[src/rtl/imul_arb_pkg.sv]
// Shared definitions for the two-port integer multiply arbiter.
//   - request message field positions ({a, b} packed into 2*P_NBITS bits)
//   - FSM state encoding
//   - port identifier type
package imul_arb_pkg;

    localparam int P_NBITS   = 32;

    // Request message layout: a in the upper half, b in the lower half.
    localparam int MSG_A_MSB = 2*P_NBITS - 1;
    localparam int MSG_A_LSB = P_NBITS;
    localparam int MSG_B_MSB = P_NBITS - 1;
    localparam int MSG_B_LSB = 0;

    typedef enum logic {
        IDLE = 1'b0,   // no result held
        RESP = 1'b1    // result held in operand registers, owner in owner_reg
    } arb_state_e;

    typedef logic port_t;

    localparam port_t PORT0 = 1'b0;
    localparam port_t PORT1 = 1'b1;

endpackage

[src/rtl/imul_int_mul_arb2_if.sv]
// Bundle of the two request and two response val/rdy channels.
//
// Handshake: a transfer happens on a rising clk edge where both val and rdy
// are high. A producer may raise val at any time; msg is only meaningful
// while val is high. rdy may depend combinationally on val.
//
// Modports:
//   master - the client side (drives requests, consumes responses)
//   slave  - the arbiter side (accepts requests, produces responses)
interface imul_int_mul_arb2_if #(
    parameter int p_nbits = 32
);
    logic                   req0_val;
    logic                   req0_rdy;
    logic [2*p_nbits-1:0]   req0_msg;
    logic                   req1_val;
    logic                   req1_rdy;
    logic [2*p_nbits-1:0]   req1_msg;

    logic                   resp0_val;
    logic                   resp0_rdy;
    logic [p_nbits-1:0]     resp0_msg;
    logic                   resp1_val;
    logic                   resp1_rdy;
    logic [p_nbits-1:0]     resp1_msg;

    modport master (
        output req0_val, req0_msg, req1_val, req1_msg,
        input  req0_rdy, req1_rdy,
        input  resp0_val, resp0_msg, resp1_val, resp1_msg,
        output resp0_rdy, resp1_rdy
    );

    modport slave (
        input  req0_val, req0_msg, req1_val, req1_msg,
        output req0_rdy, req1_rdy,
        output resp0_val, resp0_msg, resp1_val, resp1_msg,
        input  resp0_rdy, resp1_rdy
    );

endinterface

[src/rtl/imul_rr_arb2.sv]
// Combinational two-input round-robin grant.
//   val0, val1 : request valids
//   prio       : port that wins when both request
//   en         : grants are only allowed while en is high
//   grant[1:0] : one-hot (or zero) grant
//   next_prio  : priority to load if the grant is taken (the loser)
module imul_rr_arb2
    import imul_arb_pkg::*;
(
    input  logic       val0,
    input  logic       val1,
    input  port_t      prio,
    input  logic       en,
    output logic [1:0] grant,
    output port_t      next_prio
);

    always_comb begin
        grant     = 2'b00;
        next_prio = prio;
        if (en) begin
            if (val0 && (!val1 || prio == PORT0)) begin
                grant[0] = 1'b1;
            end else if (val1) begin
                grant[1] = 1'b1;
            end
        end
        if (grant[0]) begin
            next_prio = PORT1;
        end else if (grant[1]) begin
            next_prio = PORT0;
        end
    end

endmodule

[src/rtl/imul_int_mul_arb2.sv]
// Two-port round-robin arbiter in front of one registered 32-bit multiplier.
// Operands are captured on request fire; the truncated product is presented
// to the owning port the following cycle and held until it is consumed.
//
// Ports:
//   clk       : clock, all state updates on posedge
//   reset     : synchronous, active-high
//   bus       : slave side of imul_int_mul_arb2_if (2 req + 2 resp channels)
//   dbg_state : current FSM state, for observation only
module imul_int_mul_arb2
    import imul_arb_pkg::*;
(
    input  logic                 clk,
    input  logic                 reset,
    imul_int_mul_arb2_if.slave   bus,
    output arb_state_e           dbg_state
);

    arb_state_e          state;
    port_t               owner_reg;
    port_t               prio_reg;
    port_t               next_prio;
    logic [P_NBITS-1:0]  op_a_reg;
    logic [P_NBITS-1:0]  op_b_reg;
    logic [P_NBITS-1:0]  product;
    logic [1:0]          grant;
    logic                resp_fire;
    logic                can_issue;
    logic                issue_en;
    logic                req_fire;

    // Only the owner's response ready counts; the other port's rdy is ignored.
    assign resp_fire = (state == RESP) &&
                       ((owner_reg == PORT1) ? bus.resp1_rdy : bus.resp0_rdy);

    // A new request may enter when the operand registers are free now or
    // are being freed at this very edge.
    assign can_issue = (state == IDLE) || resp_fire;
    assign issue_en  = can_issue && !reset;

    imul_rr_arb2 u_rr_arb2 (
        .val0      (bus.req0_val),
        .val1      (bus.req1_val),
        .prio      (prio_reg),
        .en        (issue_en),
        .grant     (grant),
        .next_prio (next_prio)
    );

    assign bus.req0_rdy = grant[0];
    assign bus.req1_rdy = grant[1];
    assign req_fire     = |grant;

    // Low half of the product; identical for signed and unsigned operands.
    assign product = op_a_reg * op_b_reg;

    assign bus.resp0_val = (state == RESP) && (owner_reg == PORT0);
    assign bus.resp1_val = (state == RESP) && (owner_reg == PORT1);
    assign bus.resp0_msg = product;
    assign bus.resp1_msg = product;

    assign dbg_state = state;

    always_ff @(posedge clk) begin
        if (reset) begin
            state     <= IDLE;
            owner_reg <= PORT0;
            prio_reg  <= PORT0;
            op_a_reg  <= '0;
            op_b_reg  <= '0;
        end else if (req_fire) begin
            // Any pending response is consumed at this same edge.
            if (grant[1]) begin
                op_a_reg  <= bus.req1_msg[MSG_A_MSB:MSG_A_LSB];
                op_b_reg  <= bus.req1_msg[MSG_B_MSB:MSG_B_LSB];
                owner_reg <= PORT1;
            end else begin
                op_a_reg  <= bus.req0_msg[MSG_A_MSB:MSG_A_LSB];
                op_b_reg  <= bus.req0_msg[MSG_B_MSB:MSG_B_LSB];
                owner_reg <= PORT0;
            end
            state    <= RESP;
            prio_reg <= next_prio;
        end else if (resp_fire) begin
            state <= IDLE;
        end
    end

endmodule

[src/flat_wrapper.sv]
// flat-port wrapper written by rule: the top's interface ports become plain ports
module imul_int_mul_arb2_flat import imul_arb_pkg::*;
  (clk, reset, dbg_state, bus_req0_val, bus_req0_msg, bus_req1_val, bus_req1_msg, bus_req0_rdy, bus_req1_rdy, bus_resp0_val, bus_resp0_msg, bus_resp1_val, bus_resp1_msg, bus_resp0_rdy, bus_resp1_rdy);
  imul_int_mul_arb2_if #(.p_nbits(32)) bus_i ();
  input  logic clk;
  input  logic reset;
  output arb_state_e dbg_state;
  input wire logic [$bits(bus_i.req0_val)-1:0] bus_req0_val;
  input wire logic [$bits(bus_i.req0_msg)-1:0] bus_req0_msg;
  input wire logic [$bits(bus_i.req1_val)-1:0] bus_req1_val;
  input wire logic [$bits(bus_i.req1_msg)-1:0] bus_req1_msg;
  output wire logic [$bits(bus_i.req0_rdy)-1:0] bus_req0_rdy;
  output wire logic [$bits(bus_i.req1_rdy)-1:0] bus_req1_rdy;
  output wire logic [$bits(bus_i.resp0_val)-1:0] bus_resp0_val;
  output wire logic [$bits(bus_i.resp0_msg)-1:0] bus_resp0_msg;
  output wire logic [$bits(bus_i.resp1_val)-1:0] bus_resp1_val;
  output wire logic [$bits(bus_i.resp1_msg)-1:0] bus_resp1_msg;
  input wire logic [$bits(bus_i.resp0_rdy)-1:0] bus_resp0_rdy;
  input wire logic [$bits(bus_i.resp1_rdy)-1:0] bus_resp1_rdy;
  assign bus_i.req0_val = bus_req0_val;
  assign bus_i.req0_msg = bus_req0_msg;
  assign bus_i.req1_val = bus_req1_val;
  assign bus_i.req1_msg = bus_req1_msg;
  assign bus_req0_rdy = bus_i.req0_rdy;
  assign bus_req1_rdy = bus_i.req1_rdy;
  assign bus_resp0_val = bus_i.resp0_val;
  assign bus_resp0_msg = bus_i.resp0_msg;
  assign bus_resp1_val = bus_i.resp1_val;
  assign bus_resp1_msg = bus_i.resp1_msg;
  assign bus_i.resp0_rdy = bus_resp0_rdy;
  assign bus_i.resp1_rdy = bus_resp1_rdy;
  imul_int_mul_arb2 u_core (.clk(clk), .reset(reset), .bus(bus_i), .dbg_state(dbg_state));
endmodule
[config.mk]
export PLATFORM = sky130hd
export DESIGN_NAME = imul_int_mul_arb2_flat
export DESIGN_NICKNAME = d
export VERILOG_FILES = /design/src/rtl/imul_arb_pkg.sv /design/src/rtl/imul_int_mul_arb2_if.sv /design/src/rtl/imul_rr_arb2.sv /design/src/rtl/imul_int_mul_arb2.sv /design/src/flat_wrapper.sv
export SDC_FILE = /design/constraint.sdc
export NUM_CORES = 1
export LEC_CHECK = 0
export ABC_AREA = 1
export CAP_MARGIN = 20
export CORE_MARGIN = 2
export CORE_UTILIZATION = 65
export DETAILED_ROUTE_END_ITERATION = 10
export GPL_TIMING_DRIVEN = 0
export PLACE_DENSITY = 0.95
export SLEW_MARGIN = 10
export SYNTH_ARGS = -nofsm -noshare
export SYNTH_HDL_FRONTEND = slang
export SYNTH_SLANG_ARGS = --single-unit
[constraint.sdc]
create_clock -name clk -period 15.69 [get_ports clk]
set_input_delay 4.707 -clock clk [delete_from_list [all_inputs] [get_ports clk]]
set_output_delay 4.707 -clock clk [all_outputs]
set_load 0.02 [all_outputs]
==> results of run 1 <==
-- Yosys cell counts (all sizes together), types with 4 or more instances --
cell	n
buf	96
o21bai	5
nand3	55
a21o	6
dfxtp	67
nand3b	6
fa	408
nor3	4
xnor2	10
a31oi	64
clkbuf	80
nand2	822
a21oi	33
inv	800
xor2	25
o21ai	79
ha	123
nor2	21
-- kinds of logic (layout without fill, tap and decap cells) --
kind of cell	after synthesis	in the layout	share of synthesized area, %
buffers and inverters	978	1196	19.64
and+or+nand+nor	913	913	17.98
adders and majority gates	531	531	48.68
AOI/OAI and AO/OA	190	190	5.440
DFF	67	67	6.726
xor gates and xnor gates	35	35	1.537
-- stage by stage --
step	power (W)	setup WS (ns)	util [%]	cell area, sq um	hold slack, ns
CTS	0.003161	2.274	74.88	22780	0.4824
finish	0.003199	2.078	74.88	22780	0.4859
global placement	0.002833	2.878	73.81	22460	0.4618
detailed placement	0.002937	2.649	73.81	22460	0.4702
global route	0.003432	1.803	74.88	22780	0.5019
floorplan	0.001908	4.248	-	19940	0.4390
-- final timing paths --
| kind | slack, ns | to | start | cells after the start |
|---|---|---|---|---|
| worst max-delay path | 2.08 | bus_resp1_msg[31] | u_core.op_b_reg[4] | 30 |
| worst min-delay path | 0.49 | u_core.prio_reg | u_core.prio_reg | 2 |
| worst max register to register | 13.82 | u_core.op_b_reg[5] | u_core.owner_reg | 11 |
| worst min register to register | 0.49 | u_core.prio_reg | u_core.prio_reg | 2 |
-- layout make-up --
| type | instances | area [sq um] | share of cell area (%) |
|---|---|---|---|
| Buffer | 176 | 907.1 | 3.981 |
| Inverter | 802 | 3010 | 13.21 |
| Tap cell | 396 | 495.5 | 2.175 |
| Timing Repair Buffer | 202 | 2022 | 8.874 |
| Sequential cell | 67 | 1341 | 5.887 |
| Clock inverter | 7 | 100.1 | 0.4393 |
| Multi-Input combinational cell | 1669 | 14680 | 64.44 |
| Clock buffer | 9 | 225.2 | 0.9885 |
-- power groups by stage --
stage	registers (W)	clock network, W	logic [W]
after floorplan	0.000201	0	0.00171
after global placement	0.000208	0	0.00263
after detailed placement	0.000208	0	0.00273
after CTS	0.000205	0.000217	0.00274
after global routing	0.000208	0.000226	0.00300
final	0.000207	0.000221	0.00277
-- metal layers --
layer  global-route usage (%)  vias to the layer above  wire length (microns)
met4                    21.20                        0                   3833
met5                        0                        -                      0
li1                         -                     8097                      -
met3                    5.916                      238                   6345
met2                    66.62                     1205                  28700
met1                    48.48                     8696                  21500
-- tightest hold or removal path: stages, from the launching register on --
cell and delay (ns):
sky130_fd_sc_hd__dfxtp_1 0.30, sky130_fd_sc_hd__inv_1 0.06, sky130_fd_sc_hd__o31ai_1 0.07
==> impl_metrics.tcl, run 1 <==
set metrics [dict create \
    run_status "finished clean" \
    cp_max_fo 10 \
    yosys-top-cells-area "sky130_fd_sc_hd__fa_1 (41%), sky130_fd_sc_hd__nand2_1 (15%), sky130_fd_sc_hd__inv_1 (15%)" \
    layout-drive-gt1-share_pct 4.127 \
    leak_pwr_nw 13.58 \
    layoutNonFillerInstCount 3328 \
    initialDrtViolationCount 1854 \
    setup_viol 0 \
    worst_setup_path_end_kind "output port" \
    cp_data_arrival_time_ns 8.91 \
    layout-area-overhead-vs-synth_pct 14.26 \
    synth-main-ff-cell "sky130_fd_sc_hd__dfxtp_1" \
    cts-hold-fix-buffers 0 \
    synth_edf_count 0 \
    die_h_microns 179.2 \
    cp.required_ns 10.98 \
    netlist.area_leader.share_pct 40.96 \
    fin_skew_ns 0.009483 \
    detailroute.via_count 18236 \
    netlist_instances 2714 \
    grt_setup_unrepaired "false" \
    power.internal_w 0.001573 \
    clock_tree_from_tritoncts "done" \
    cap_viol_max_count 0 \
    most_common_library_cell_in_the_layout_ignoring_fill_and_taps "sky130_fd_sc_hd__nand2_1" \
    boundaryPins 203 \
    cts_setup_buffers 0 \
    startpoint_type "register" \
    grt_max_degree 14 \
    cts_repair_resize_count 0 \
    synth.net_count 3379 \
    worst_setup_hold_path_clk_slew_ns 0.06 \
    cts-root-to-sink-buffers 2 \
    remaining_drc_errors 0 \
    finalHoldViolations 0 \
    vias_in_the_first_global_route 19006 \
    fin_crit_sh_pct 86.76 \
    p_sw_share_pct 50.81 \
    std_cell_core_area_sq_um 30430 \
    post_synth.cell_area_avg_sq_um 7.348 \
    cp_common_cell "sky130_fd_sc_hd__fa_1" \
    synth.yosys.seq_area_share_pct 6.726 \
    number_of_pins_with_negative_max_slew_slack_in_the_final_report 0 \
    clk_root_buffer_cell "sky130_fd_sc_hd__clkbuf_16" \
    grt-ovfl-total 0 \
    fmaxAchievable_mhz 73.46 \
    timing_worst_slew_pin_value_ns 1.130 \
    switching_power_w 0.001625 \
    holdCritPathClass "reg2reg" \
    clock_tree.htree_level_count 3 \
    kind_of_critical_path "reg2out" \
    reg_power_share_pct 6.5 \
    floorplan.initialDensity_pct 65.53 \
    port-buffer-count 202 \
    ir_drop_v 0.0002746 \
    clockPowerShare_pct 6.9 \
    grt_pass1_wl_microns 95650 \
    detail-route-antenna-nets 0 \
    power-per-cell-area_nw_per_um2 140.4 \
    crit_buf_inv 9 \
    detailed_place_hpwl_microns 51170 \
    wirelength_microns 60380 \
    number_of_buffers_created_by_cts 9 \
    floorplan.die.width_microns 179.2 \
    critical_path.top_delay_family "adder cells" \
    min_period_ns 13.61 \
    wire_per_inst_microns 18.14 \
    max_stage_delay_ns 0.60 \
    power.share.combinational_pct 86.6 \
    place_congestion 1.005 \
    antenna_violations_before_repair 0 \
    max-slew-margin-rel_pct 24.66 \
    rows 64 \
    detail_route.first_pass.iterations 9 \
    placed_cells_incl_taps 3312 \
    crit_slowest_cell "sky130_fd_sc_hd__fa_1" \
    worst_skew_pair.late_latency_ns 0.35 \
    yosys_warnings 0 \
    fin_nets 3592 \
    layout.cells.most_common_list "sky130_fd_sc_hd__nand2_1 (816), sky130_fd_sc_hd__inv_1 (798), sky130_fd_sc_hd__fa_1 (408), sky130_fd_sc_hd__clkdlybuf4s50_1 (202), sky130_fd_sc_hd__ha_1 (123)" \
    postSynth.asyncResetShare_pct 0 \
    clkSinkCount 67 \
    grt_util_all_layers_pct 39.27 \
    yosysUniqueCellTypes 38 \
    route.detailed.vias_per_inst 5.480 \
    layout.filler_cells 2226 \
    syn-cell-area_sq_um 19940 \
    synth_seq_cells 67 \
    fp.dieArea_sq_um 32100 \
    synth_area_leader_cell "sky130_fd_sc_hd__fa_1" \
    n_antenna_cell 0 \
    finalSetupTns_ns 0 \
]
Note: power is estimated with default switching activity, not from simulation.
==> inputs of run 2 (changes only) <==
- CELL_PAD_IN_SITES_DETAIL_PLACEMENT: not set -> 1
- CELL_PAD_IN_SITES_GLOBAL_PLACEMENT: not set -> 2
- CORE_UTILIZATION: 65 -> 37
- CTS_CLUSTER_SIZE: not set -> 28
- clock period: 15.69 -> 17.5 ns (I/O delays scaled with it)
==> impl_metrics.tcl, run 2 (same netlist as run 1, synthesis figures left out) <==
set metrics [dict create \
    cp.required_ns 12.25 \
    max-slew-margin-rel_pct 24.43 \
    cp_data_arrival_time_ns 8.96 \
    cp_max_fo 10 \
    grt_max_degree 15 \
    fmaxAchievable_mhz 70.35 \
    clkSinkCount 67 \
    holdCritPathClass "reg2reg" \
    std_cell_core_area_sq_um 53600 \
    n_antenna_cell 0 \
    reg_power_share_pct 6.4 \
    initialDrtViolationCount 778 \
    setup_viol 0 \
    grt_util_all_layers_pct 25.16 \
    finalSetupTns_ns 0 \
    cts-hold-fix-buffers 0 \
    fp.dieArea_sq_um 55770 \
    rows 85 \
    layout-area-overhead-vs-synth_pct 16.06 \
    clockPowerShare_pct 6.6 \
    detail-route-antenna-nets 0 \
    detailedPlace.worstSlack_ns 3.714 \
    crit_slowest_cell "sky130_fd_sc_hd__clkbuf_1" \
    grt-ovfl-total 0 \
    boundaryPins 203 \
    power-per-cell-area_nw_per_um2 125.3 \
    cp_common_cell "sky130_fd_sc_hd__fa_1" \
    run_status "finished clean" \
    fin_crit_sh_pct 81.22 \
    grt_pass1_wl_microns 108100 \
    vias_in_the_first_global_route 19830 \
    fin_skew_ns 0.008285 \
    min_period_ns 14.21 \
    cap_viol_max_count 0 \
    max_stage_delay_ns 0.59 \
    fin_nets 3592 \
    antenna_violations_before_repair 0 \
    layout.cells.most_common_list "sky130_fd_sc_hd__nand2_1 (816), sky130_fd_sc_hd__inv_1 (798), sky130_fd_sc_hd__fa_1 (408), sky130_fd_sc_hd__clkdlybuf4s50_1 (202), sky130_fd_sc_hd__ha_1 (123)" \
    route.detailed.vias_per_inst 4.783 \
    number_of_pins_with_negative_max_slew_slack_in_the_final_report 0 \
    post-route-util_pct 43.18 \
    worst_skew_pair.late_latency_ns 0.35 \
    place_congestion 0.9270 \
    wire_per_inst_microns 18.78 \
    floorplan.die.width_microns 236.2 \
    whs_ns 0.4842 \
    critical_path.top_delay_family "adder cells" \
    grt_setup_unrepaired "false" \
    switching_power_w 0.001503 \
    worst_setup_path_end_kind "output port" \
    detailroute.via_count 17354 \
    leak_pwr_nw 13.57 \
    remaining_drc_errors 0 \
    wirelength_microns 68140 \
    clock_tree.htree_level_count 3 \
    kind_of_critical_path "reg2out" \
    p_sw_share_pct 51.83 \
    stdcell_area_sq_um 23140 \
    cts_repair_resize_count 0 \
    layout-drive-gt1-share_pct 4.127 \
    crit_buf_inv 7 \
    die_h_microns 236.2 \
    power.share.combinational_pct 86.9 \
    most_common_library_cell_in_the_layout_ignoring_fill_and_taps "sky130_fd_sc_hd__nand2_1" \
    ir_drop_v 0.0002524 \
    timing_worst_slew_pin_value_ns 1.134 \
    detail_route.first_pass.iterations 5 \
    detailed_place_hpwl_microns 59960 \
    setup_slack_ns 3.286 \
    number_of_buffers_created_by_cts 9 \
    finalHoldViolations 0 \
    startpoint_type "register" \
    cts_setup_buffers 0 \
    clock_tree_from_tritoncts "done" \
    clk_root_buffer_cell "sky130_fd_sc_hd__clkbuf_16" \
    detailed_place.area_sq_um 22830 \
    worst_setup_hold_path_clk_slew_ns 0.06 \
    power.internal_w 0.001397 \
    cts-root-to-sink-buffers 2 \
    port-buffer-count 202 \
    floorplan.initialDensity_pct 37.20 \
]
-- run 2: layout make-up --
type | count | area, sq um
multi-input combinational | 1669 | 14680
fill | 6861 | 30460
clock inverter | 7 | 83.83
inverter | 802 | 3010
buffer | 176 | 907.1
timing repair buffer | 202 | 2022
tap | 696 | 870.8
sequential | 67 | 1341
clock buffer | 9 | 225.2
-- run 2: final timing paths --
kind | depth (start not counted) | to | start | slack (ns)
max | 28 | bus_resp1_msg[31] | u_core.op_a_reg[13] | 3.29
min | 2 | u_core.prio_reg | u_core.prio_reg | 0.48
max reg2reg | 11 | u_core.op_a_reg[27] | u_core.owner_reg | 15.68
min reg2reg | 2 | u_core.prio_reg | u_core.prio_reg | 0.48
-- run 2: power by group through the flow --
stage | clock network, W | logic (W) | registers, W
floorplan | 0 | 0.00153 | 0.000181
global placement | 0 | 0.00245 | 0.000189
detailed placement | 0 | 0.00253 | 0.000189
CTS | 0.000195 | 0.00253 | 0.000186
global route | 0.000202 | 0.00274 | 0.000189
finish | 0.000192 | 0.00252 | 0.000187
-- run 2: worst register-to-register path: cells and delay by family, from the launching register on --
kind | cells | cell delay (ns)
AOI/OAI and AO/OA | 2 | 0.34
buffers and inverters | 3 | 0.40
DFF | 1 | 0.34
and+or+nand+nor | 6 | 0.66
-- run 2: per-layer routing --
layer	global-route usage, %	routed length (microns)
met5	0	0
met4	8.784	2508
met3	4.002	3340
met2	43.95	33180
met1	31.53	29120
-- run 2: stage by stage --
stage,power (W),instances
after floorplan,0.001711,2714
after global placement,0.002636,3612
after detailed placement,0.002716,3612
after CTS,0.002914,3628
after global routing,0.003133,3628
final,0.002900,3628
==> inputs of run 3 (changes only) <==
- CORE_UTILIZATION: 37 -> 35
- PLACE_DENSITY: 0.95 -> 0.92
- clock period: 17.5 -> 14.2 ns (I/O delays scaled with it)
==> impl_metrics.tcl, run 3 (same netlist as run 1, synthesis figures left out) <==
set metrics [dict create \
    reg_power_share_pct 6.5 \
    fin_nets 3592 \
    detailroute.wirelength.met2_microns 33660 \
    post-route-util_pct 41.14 \
    grt-ovfl-total 0 \
    cap_viol_max_count 0 \
    placed_cells_incl_taps 3672 \
    grt_pass1_wl_microns 106400 \
    kind_of_critical_path "reg2out" \
    finalHoldViolations 0 \
    cp_common_cell "sky130_fd_sc_hd__fa_1" \
    setup_slack_ns 1.019 \
    n_antenna_cell 0 \
    clk_root_buffer_cell "sky130_fd_sc_hd__clkbuf_16" \
    p_sw_share_pct 51.89 \
    detailed_place_hpwl_microns 59630 \
    startpoint_type "register" \
    power.internal_w 0.001709 \
    power.share.combinational_pct 87.4 \
    route.detailed.vias_per_inst 4.729 \
    most_common_library_cell_in_the_layout_ignoring_fill_and_taps "sky130_fd_sc_hd__nand2_1" \
    cp_data_arrival_time_ns 8.92 \
    crit_slowest_cell "sky130_fd_sc_hd__clkdlybuf4s50_1" \
    clock_tree_from_tritoncts "done" \
    detail-route-antenna-nets 0 \
    highest-signal-layer "met4" \
    fin_crit_sh_pct 92.82 \
    die_h_microns 242.7 \
    switching_power_w 0.001844 \
    number_of_buffers_created_by_cts 9 \
    timing_worst_slew_pin_value_ns 1.163 \
    std_cell_core_area_sq_um 56390 \
    worst_skew_pair.late_latency_ns 0.35 \
    cts-hold-fix-buffers 0 \
    fin_skew_ns 0.004062 \
    place_congestion 0.9207 \
    worst_setup_hold_path_clk_slew_ns 0.06 \
    boundaryPins 203 \
    fmaxAchievable_mhz 75.87 \
    routedLengthMet1_microns 29920 \
    layout-drive-gt1-share_pct 4.127 \
    layout.cells.most_common_list "sky130_fd_sc_hd__nand2_1 (816), sky130_fd_sc_hd__inv_1 (798), sky130_fd_sc_hd__fa_1 (408), sky130_fd_sc_hd__clkdlybuf4s50_1 (202), sky130_fd_sc_hd__ha_1 (123)" \
    route.met3.wl_microns 2604 \
    worst_setup_path_end_kind "output port" \
    detail_route.first_pass.iterations 5 \
    cp_max_fo 10 \
    ir_drop_v 0.0004428 \
    layout.filler_cells 7194 \
    clock_tree.htree_level_count 3 \
    setup_viol 0 \
    port-buffer-count 202 \
    finalSetupTns_ns 0 \
    max_stage_delay_ns 0.59 \
    wirelength_microns 67570 \
    number_of_pins_with_negative_max_slew_slack_in_the_final_report 0 \
    remaining_drc_errors 0 \
    vias_in_the_first_global_route 19265 \
    grt_setup_unrepaired "false" \
    min_period_ns 13.18 \
    layoutNonFillerInstCount 3688 \
    initialDrtViolationCount 724 \
    total_power_w 0.003553 \
    power-per-cell-area_nw_per_um2 153.2 \
    cp.required_ns 9.94 \
    grt_max_degree 13 \
    detailedPlace.worstSlack_ns 1.364 \
    clockPowerShare_pct 6.1 \
    cts_setup_buffers 0 \
    cts_repair_resize_count 0 \
    detailroute.via_count 17441 \
    fp.dieArea_sq_um 58900 \
    grt_util_all_layers_pct 23.18 \
    floorplan.die.width_microns 242.7 \
    floorplan.initialDensity_pct 35.37 \
    rows 87 \
    layout-area-overhead-vs-synth_pct 16.33 \
    run_status "finished clean" \
    cts-root-to-sink-buffers 2 \
    wire_per_inst_microns 18.32 \
    leak_pwr_nw 13.55 \
    max-slew-margin-rel_pct 22.44 \
    holdCritPathClass "reg2reg" \
    clkSinkCount 67 \
    antenna_violations_before_repair 0 \
]
[run 3: changes by cell type in the layout (fill, tap and decap cells not counted)]
cell,previous run,this run
sky130_fd_sc_hd__bufinv_16,1,0
sky130_fd_sc_hd__clkinv_4,2,0
sky130_fd_sc_hd__clkinv_2,0,1
sky130_fd_sc_hd__inv_6,2,1
sky130_fd_sc_hd__clkinvlp_4,1,3
sky130_fd_sc_hd__inv_8,1,0
sky130_fd_sc_hd__clkbuf_8,0,2
[run 3: final cells by class]
class | count | area (sq um) | area share [%]
Buffer | 176 | 907.1 | 3.910
Sequential cell | 67 | 1341 | 5.782
Clock inverter | 5 | 36.28 | 0.1564
Clock buffer | 11 | 252.7 | 1.089
Inverter | 802 | 3010 | 12.98
Multi-Input combinational cell | 1669 | 14680 | 63.29
Tap cell | 756 | 945.9 | 4.077
Timing Repair Buffer | 202 | 2022 | 8.716
[run 3: final timing paths]
path / end / depth (start not counted) / slack [ns] / start
worst min register to register: u_core.prio_reg / 2 / 0.50 / u_core.prio_reg
worst min-delay path: u_core.prio_reg / 2 / 0.50 / u_core.prio_reg
worst max-delay path: bus_resp1_msg[31] / 30 / 1.02 / u_core.op_b_reg[4]
worst max register to register: u_core.op_b_reg[7] / 11 / 12.44 / u_core.dbg_state
[run 3: stage by stage]
step | hold WS [ns] | cell area (sq um)
2_1_floorplan | 0.4390 | 19940
3_3_place_gp | 0.4629 | 22910
3_5_place_dp | 0.4796 | 22910
4_1_cts | 0.4904 | 23200
5_1_grt | 0.5331 | 23200
6_report | 0.4969 | 23200
[run 3: power groups by stage]
stage | clock network (W) | registers [W] | logic, W
after floorplan | 0 | 0.000223 | 0.00189
after global placement | 0 | 0.000232 | 0.00303
after detailed placement | 0 | 0.000233 | 0.00313
after CTS | 0.000222 | 0.000230 | 0.00314
after global routing | 0.000228 | 0.000232 | 0.00338
final | 0.000217 | 0.000230 | 0.00311
[run 3: worst max-delay path, delay by kind of cell, from the launching register on]
kind,cells,cell delay (ns)
AOI/OAI and AO/OA,1,0.34
adders and majority gates,9,4.36
buffers and inverters,9,2.05
DFF,1,0.34
and+or+nand+nor,11,1.46
[run 3: metal layers]
layer / GRT usage, % / vias to the layer above
li1: - / 8089
met1: 30.42 / 8900
met2: 41.38 / 384
met3: 2.145 / 68
met4: 5.106 / 0
met5: 0 / -
